<file path="src/rtl/pps_phase_meas_n.sv">
`default_nettype none
// ============================================================================
// Module   : pps_phase_meas_n
// Purpose  : Multi-channel PPS phase/timestamp unit in the deserialiser
//            parallel clock domain. Each lane latches the epoch counter on
//            its first rising edge of the epoch. The lane captures are summed
//            per channel and reported as absolute sums, lane-complete flags
//            and signed differences against channel 0. Channel 0 lane 0
//            starts the result delay.
// Ports    : i_clk    - parallel sample clock
//            i_res    - synchronous active-high reset
//            i_dt     - CH*LANES samples, bit c*LANES+l = channel c, lane l
//                       (lane 0 is the earliest sample)
//            o_ph_en  - one-cycle result strobe
//            o_ph     - per-channel lane sum, channel c at [c*SUM_W +: SUM_W]
//            o_ph_vld - channel c had all lanes captured this epoch
//            o_dph    - signed sum[c]-sum[0], channel c at [c*DW +: DW]
//            o_busy   - epoch in progress (not ARMED)
// Revision : 1.0 - initial release
// ============================================================================
module pps_phase_meas_n #(
    parameter int CH      = 5,
    parameter int LANES   = 4,
    parameter int CNT_W   = 28,
    parameter int DLY_CYC = 25000000,
    localparam int SUM_W  = CNT_W + $clog2(LANES),
    localparam int DW     = SUM_W + 1
) (
    input  logic                  i_clk,
    input  logic                  i_res,
    input  logic [CH*LANES-1:0]   i_dt,
    output logic                  o_ph_en,
    output logic [CH*SUM_W-1:0]   o_ph,
    output logic [CH-1:0]         o_ph_vld,
    output logic [CH*DW-1:0]      o_dph,
    output logic                  o_busy
);

    localparam int NL    = CH * LANES;
    localparam int DLY_W = (DLY_CYC > 1) ? $clog2(DLY_CYC) : 1;
    localparam logic [DLY_W-1:0] c_DLY_LAST = DLY_W'(DLY_CYC - 1);

    localparam logic [1:0] c_ARMED = 2'd0;
    localparam logic [1:0] c_WAIT  = 2'd1;
    localparam logic [1:0] c_SUM   = 2'd2;
    localparam logic [1:0] c_OUT   = 2'd3;

    logic [1:0]       r_state;
    logic [NL-1:0]    r_prev;
    logic [NL-1:0]    r_pd;
    logic [NL-1:0]    r_flag;
    logic [CNT_W-1:0] r_cap [NL];
    logic [CNT_W-1:0] r_cnt;
    logic [DLY_W-1:0] r_dly;
    logic             r_ph_en;
    logic [SUM_W-1:0] r_ph  [CH];
    logic [CH-1:0]    r_vld;
    logic [DW-1:0]    r_dph [CH];

    logic [SUM_W-1:0] w_sum [CH];
    logic [CH-1:0]    w_all;
    logic [DW-1:0]    w_dph [CH];

    // Exact lane sums (SUM_W holds LANES full-scale captures without loss)
    // and differences against channel 0. Both sums are zero-extended to DW
    // before subtracting so the result is a correct two's complement value.
    always_comb begin
        for (int c = 0; c < CH; c++) begin
            w_sum[c] = '0;
            for (int l = 0; l < LANES; l++) begin
                w_sum[c] = w_sum[c] + SUM_W'(r_cap[c*LANES + l]);
            end
            w_all[c] = &r_flag[c*LANES +: LANES];
        end
        for (int c = 0; c < CH; c++) begin
            w_dph[c] = '0;
            if (w_all[c] && w_all[0]) begin
                w_dph[c] = DW'(w_sum[c]) - DW'(w_sum[0]);
            end
        end
    end

    always_ff @(posedge i_clk) begin
        if (i_res) begin
            r_state <= c_ARMED;
            r_prev  <= '0;
            r_pd    <= '0;
            r_flag  <= '0;
            r_cnt   <= '0;
            r_dly   <= '0;
            r_ph_en <= 1'b0;
            r_vld   <= '0;
            for (int k = 0; k < NL; k++) r_cap[k] <= '0;
            for (int c = 0; c < CH; c++) begin
                r_ph[c]  <= '0;
                r_dph[c] <= '0;
            end
        end else begin
            r_prev  <= i_dt;
            r_pd    <= ~r_prev & i_dt;
            r_ph_en <= 1'b0;
            case (r_state)
                c_ARMED, c_WAIT: begin
                    // Counter saturates so late captures read all-ones.
                    if (r_cnt != {CNT_W{1'b1}}) r_cnt <= r_cnt + 1'b1;
                    // Only the first edge per lane and epoch is kept.
                    for (int k = 0; k < NL; k++) begin
                        if (r_pd[k] && !r_flag[k]) begin
                            r_flag[k] <= 1'b1;
                            r_cap[k]  <= r_cnt;
                        end
                    end
                    if (r_state == c_ARMED) begin
                        if (r_pd[0]) begin
                            r_state <= c_WAIT;
                            r_dly   <= '0;
                        end
                    end else if (r_dly == c_DLY_LAST) begin
                        r_state <= c_SUM;
                    end else begin
                        r_dly <= r_dly + 1'b1;
                    end
                end
                c_SUM: begin
                    // Results land together with the strobe in the OUT cycle.
                    for (int c = 0; c < CH; c++) begin
                        r_ph[c]  <= w_sum[c];
                        r_dph[c] <= w_dph[c];
                    end
                    r_vld   <= w_all;
                    r_ph_en <= 1'b1;
                    r_state <= c_OUT;
                end
                c_OUT: begin
                    r_cnt   <= '0;
                    r_flag  <= '0;
                    for (int k = 0; k < NL; k++) r_cap[k] <= '0;
                    r_state <= c_ARMED;
                end
                default: r_state <= c_ARMED;
            endcase
        end
    end

    generate
        for (genvar c = 0; c < CH; c++) begin : g_pack
            assign o_ph[c*SUM_W +: SUM_W] = r_ph[c];
            assign o_dph[c*DW +: DW]      = r_dph[c];
        end
    endgenerate

    assign o_ph_en  = r_ph_en;
    assign o_ph_vld = r_vld;
    assign o_busy   = (r_state != c_ARMED);

endmodule
`default_nettype wire

</file>
<file path="config.mk">
export PLATFORM = sky130hd
export DESIGN_NAME = pps_phase_meas_n
export DESIGN_NICKNAME = d
export VERILOG_FILES = /design/src/rtl/pps_phase_meas_n.sv
export SDC_FILE = /design/constraint.sdc
export NUM_CORES = 2
export LEC_CHECK = 0
export CAP_MARGIN = 20
export CORE_MARGIN = 2
export CORE_UTILIZATION = 55
export DETAILED_ROUTE_END_ITERATION = 12
export PLACE_DENSITY = 0.78
export SKIP_CTS_REPAIR_TIMING = 1
export SYNTH_ARGS = -nofsm -noshare
export SYNTH_HDL_FRONTEND = slang
export SYNTH_SLANG_ARGS = --single-unit
</file>
<file path="constraint.sdc">
create_clock -name i_clk -period 6.6 [get_ports i_clk]
set_input_delay 0.99 -clock i_clk [delete_from_list [all_inputs] [get_ports i_clk]]
set_output_delay 0.99 -clock i_clk [all_outputs]
set_load 0.01 [all_outputs]
</file>
# ---- Yosys cells after proc, flatten, opt, wreduce, memory -nomap -nowiden
# Memory sizes are Yosys's and may differ from the RTL's.
# Index checks and enable logic that the tools add are counted.
dict set report totals {
  reg_bits 121
  ram_bits 865
  out_inout_bits 312
  word_cells 383
  n_memories 3
}
dict set report classes {
  addsub 22
  n_eq_ne 30
  muxes 173
  n_bitwise 52
  reduce_logical 76
}
# name depth width read_ports rd_clocked_by_memory_dff wr line_no
set mem_list {}
lappend mem_list {r_cap 20 28 20 0 20 52} ;# logic [CNT_W-1:0] r_cap [NL];
lappend mem_list {r_dph 5 31 5 0 5 58} ;# logic [DW-1:0] r_dph [CH];
lappend mem_list {r_ph 5 30 5 0 5 56} ;# logic [SUM_W-1:0] r_ph [CH];
# cell count
set op_table {}
lappend op_table {{two-way mux 28 bit} 41}
lappend op_table {{two-way mux 31 bit} 10}
lappend op_table {{subtractor 30 x 30 -> 31 bit} 5}
lappend op_table {{adder 29 x 28 -> 30 bit} 5}
lappend op_table {{adder 30 x 28 -> 30 bit} 5}
lappend op_table {{two-way mux 30 bit} 5}
lappend op_table {{adder 28 x 28 -> 29 bit} 5}
lappend op_table {{two-way mux 1 bit} 108}
lappend op_table {{two-way mux 25 bit} 3}
lappend op_table {{one-hot mux 28 bit (2 select lines)} 1}
lappend op_table {{bitwise OR 1 bit} 50}
lappend op_table {{inequality test 2 bit, second input constant} 23}
lappend op_table {{AND reduction 2 bit} 22}
lappend op_table {{one-hot mux 20 bit (2 select lines)} 1}
lappend op_table {{adder 28 x 1 -> 28 bit, second input constant} 1}
lappend op_table {{inequality test 28 bit, second input constant} 1}
lappend op_table {{adder 25 x 1 -> 25 bit, second input constant} 1}
lappend op_table {{equality test 25 bit, second input constant} 1}
lappend op_table {{logical AND 1 bit} 24}
lappend op_table {{bitwise AND 20 bit} 1}
lappend op_table {{zero test 1 bit} 20}
lappend op_table {{NOT 20 bit} 1}
lappend op_table {{AND reduction 4 bit} 5}
lappend op_table {{two-way mux 2 bit} 3}
lappend op_table {{other kinds (8)} 11}

# ---- Longest topological paths before layout
dict set report logic_depth {
  word_depth 8
  mapped_depth 28
  depth_no_buf 28
}

# ---- Worst setup path before layout
# No wires, ideal clock.
dict set report synth_path {
  kind {reg2reg}
  start {mem r_cap[0][1]}
  end {mem r_dph[0][60] (netlist name) (data pin)}
  t_arrival_ps 5912
  t_required_ps 6346
  slack_ps 433
  stages_incl_launch_ff 24
  n_path_buf 1
  path_cell_list {edfxtp_1 > fa_1 > fa_1 > ha_1 > inv_1 > fa_1 > nand2b_1 > a211o_1 > nor2b_1 > o221a_1 > and2_1 > clkbuf_1 > ha_1 > a21o_1 > a22o_1 > a311o_1 > o21ai_0 > a41oi_1 > a221o_1 > a31oi_1 > o21ai_1 > a2111oi_2 > nor3_1 > o21a_1}
}
# element line_no
set synth_lines {}
lappend synth_lines {{start, declared} 52}
lappend synth_lines {{end, declared} 58}

==> flow_metrics.env <==
export IMPL_drt_iter0_drc=5044
export IMPL_grt_use_total_pct=30.4
export IMPL_grt_pass1_vias=38700
export IMPL_io_pin_count=334
export IMPL_drive_gt1_share_pct=7.69
export IMPL_cp_max_fo=8
export IMPL_holdWs_ns=0.352
export IMPL_core_um2=100000
export IMPL_port_buffers=302
export IMPL_yosysUniqueCellTypes=115
export IMPL_max_slew_margin_pct=23.5
export IMPL_ys_seq_area_share_pct=49.3
export IMPL_wl_met1_um=64300
export IMPL_endpoint_kind="register"
export IMPL_wl_met3_um=17400
export IMPL_clk_pin_slew_ns=0.07
export IMPL_min_period_ns=6.39
export IMPL_tns_ns=0
export IMPL_cts_max_level=3
export IMPL_synth_ff_type="edfxtp_1"
export IMPL_dr_pass1_iters=6
export IMPL_cp_top_family="adder cells"
export IMPL_finClkSkew_ns=0.0628
export IMPL_setup_viol=0
export IMPL_gr_total_overflow=0
export IMPL_utilization_pct=64.2
export IMPL_cts_made_buffers=99
export IMPL_ys_warn_count=0
export IMPL_clockBufferDepth=3
export IMPL_max_stage_delay_ns=0.50
export IMPL_cts_root_buf="clkbuf_16"
export IMPL_layout_common_cells="edfxtp_1, nor2_1, inv_1"
export IMPL_routed_wl_um=159000
export IMPL_path_buf_inv=2
export IMPL_max_cap_violations=0
export IMPL_report_final_hold_viol_count=0
export IMPL_initial_utilization_pct=55.6
export IMPL_die_area_um2=104000
export IMPL_startpoint_type="register"
export IMPL_wl_met2_um=70300
export IMPL_syn_inst=5206
export IMPL_top_layer="met4"
export IMPL_clock_latency_ns=0.74
export IMPL_arrival_ns=6.97
export IMPL_postRouteAntennaNets=0
export IMPL_via_per_inst=5.79
export IMPL_critPathRequiredTime_ns=7.17
export IMPL_hold_class="register to register"
export IMPL_status="completed"
export IMPL_yosys_area_top_type_share_pct=45.0
export IMPL_syn_to_final_growth_pct=15.4
export IMPL_yosys_area_top_type="edfxtp_1"
export IMPL_final_common_cell="edfxtp_1"
export IMPL_tightestPinTransition_ns=1.15
export IMPL_grt_max_degree=131
export IMPL_timing_final_crit_share_pct=96.9
export IMPL_die_h_um=322
export IMPL_antenna_found_initial=1
export IMPL_cts_sinks=955
export IMPL_vias=40200
export IMPL_routabilityCongestion=0.997
export IMPL_cts_tree="done"
export IMPL_synth_area_leaders="edfxtp_1, fa_1, nor2_1"
export IMPL_synth_edf_count=834
export IMPL_nets=6094
export IMPL_fmax_mhz=156
export IMPL_netlist_area_um2=55700
export IMPL_crit_chain="fa_1 > fa_1 > ha_2 > inv_1 > fa_2 > nand2b_1 > a211o_1 > nor2b_1 > o221a_1 > and2_1 > buf_4 > ha_4 > nand2_1 > a211oi_2 > o32ai_1 > o21a_1 > o31ai_4 > nand2_1 > o211ai_1 > a21oi_1 > maj3_1 > or4_1 > nand3_1"
export IMPL_drv_slew=0
export IMPL_synth_async_reset_ratio_pct=0
export IMPL_row_count=116
export IMPL_hpwl_um=117000
export IMPL_drcViolationCount=0
export IMPL_grt_pass1_wl_um=235000
export IMPL_crit_type="register to register"
export IMPL_die_w_um=322
export IMPL_cpMaxStageDelayCell="fa_1"
export IMPL_wire_per_inst_um=22.9
export IMPL_fillerInstances=7578
export IMPL_synth_seq_cells=955
export IMPL_syn_area_per_cell_um2=10.7
## stage by stage
step / instances / worst slack [ns] / instance area [um^2]
floorplan: 5236 / 0.433 / 55800
global placement: 6737 / 0.199 / 60400
detailed placement: 6737 / -0.00118 / 60400
CTS: 6921 / -0.0877 / 63800
global route: 6928 / -0.0803 / 64200
finish: 6929 / 0.207 / 64200
## flip-flops by register name, indices dropped and copies added, names as in the netlist
name / count
o_ph_en: 1
o_ph_vld: 5
r_dph: 124
r_ph: 150
r_prev: 20
r_state: 2
r_pd: 20
r_flag: 20
r_dly: 25
r_cnt: 28
r_cap: 560
## cell usage after synthesis, types with 7 or more instances
cell and n:
nor3b_1 20, or3_1 22, o21a_1 42, o21ai_0 125, o31ai_1 17, buf_1 13
nand2_1 239, clkbuf_1 154, nand3_1 63, a21o_1 76, and2_1 145, maj3_1 7
nand4_1 24, nor3_1 88, a21boi_0 15, fa_1 284, o221ai_1 9, inv_2 8
or2_2 15, buf_4 31, o211ai_1 21, buf_2 12, and3_1 30, xnor2_1 147
a21oi_1 207, a211o_1 11, nand3b_1 22, dfxtp_1 121, edfxtp_1 834, o21ai_1 16
inv_1 768, ha_1 241, o2111ai_1 7, xor2_1 83, nor2b_1 105, nand2b_1 55
mux2i_1 16, a211oi_1 28, and4_1 9, nor4_1 14, a311oi_1 7, o21bai_1 29
a31oi_1 42, nor2_1 826
## per-layer routing
layer	global-route usage, %	vias up
li1	-	18100
met1	42.9	19500
met2	46.5	2200
met3	6.06	312
met4	12.0	0
met5	0	-
## kinds of logic after synthesis
logic type	Yosys count	share of synthesized area, %
AOI/OAI and AO/OA	761	9.31
muxes	18	0.328
buffers and inverters	988	6.90
xor gates and xnor gates	238	3.90
other	1	0.00674
adders and majority gates	538	15.9
DFF	955	49.3
and+or+nand+nor	1707	14.3
## final cells by class
class                           instances  area (um^2)  area share, %
Clock buffer                          129         2660           4.15
Timing Repair Buffer                  420         3930           6.12
Antenna cell                            1         2.50        0.00389
Clock inverter                         55          702           1.09
Multi-Input combinational cell       3293        24900           38.8
Inverter                              778         2920           4.55
Sequential cell                       955        27500           42.8
Tap cell                             1298         1620           2.53
## worst paths after layout
check | slack (ns) | cells after the start | to | start
worst max register to register | 0.21 | 23 | r_dph[0][151] | r_cap[0][1]
worst max-delay path | 0.21 | 23 | r_dph[0][151] | r_cap[0][1]
worst min-delay path | 0.35 | 1 | r_pd[8] | r_prev[8]
worst min register to register | 0.35 | 1 | r_pd[8] | r_prev[8]
## worst reg2reg max path, delay by kind of cell (launching register included)
kind	cells	cell delay, ns
AO/OA/AOI/OAI	8	1.93
adder cells (fa/ha/maj)	6	2.32
buffers and inverters	2	0.31
flip-flops	1	0.40
AND/OR/NAND/NOR	7	1.28
Power is left out: the tool's default activity adds up to more than one toggle a clock period on the data nets, which glitch-free logic cannot reach.
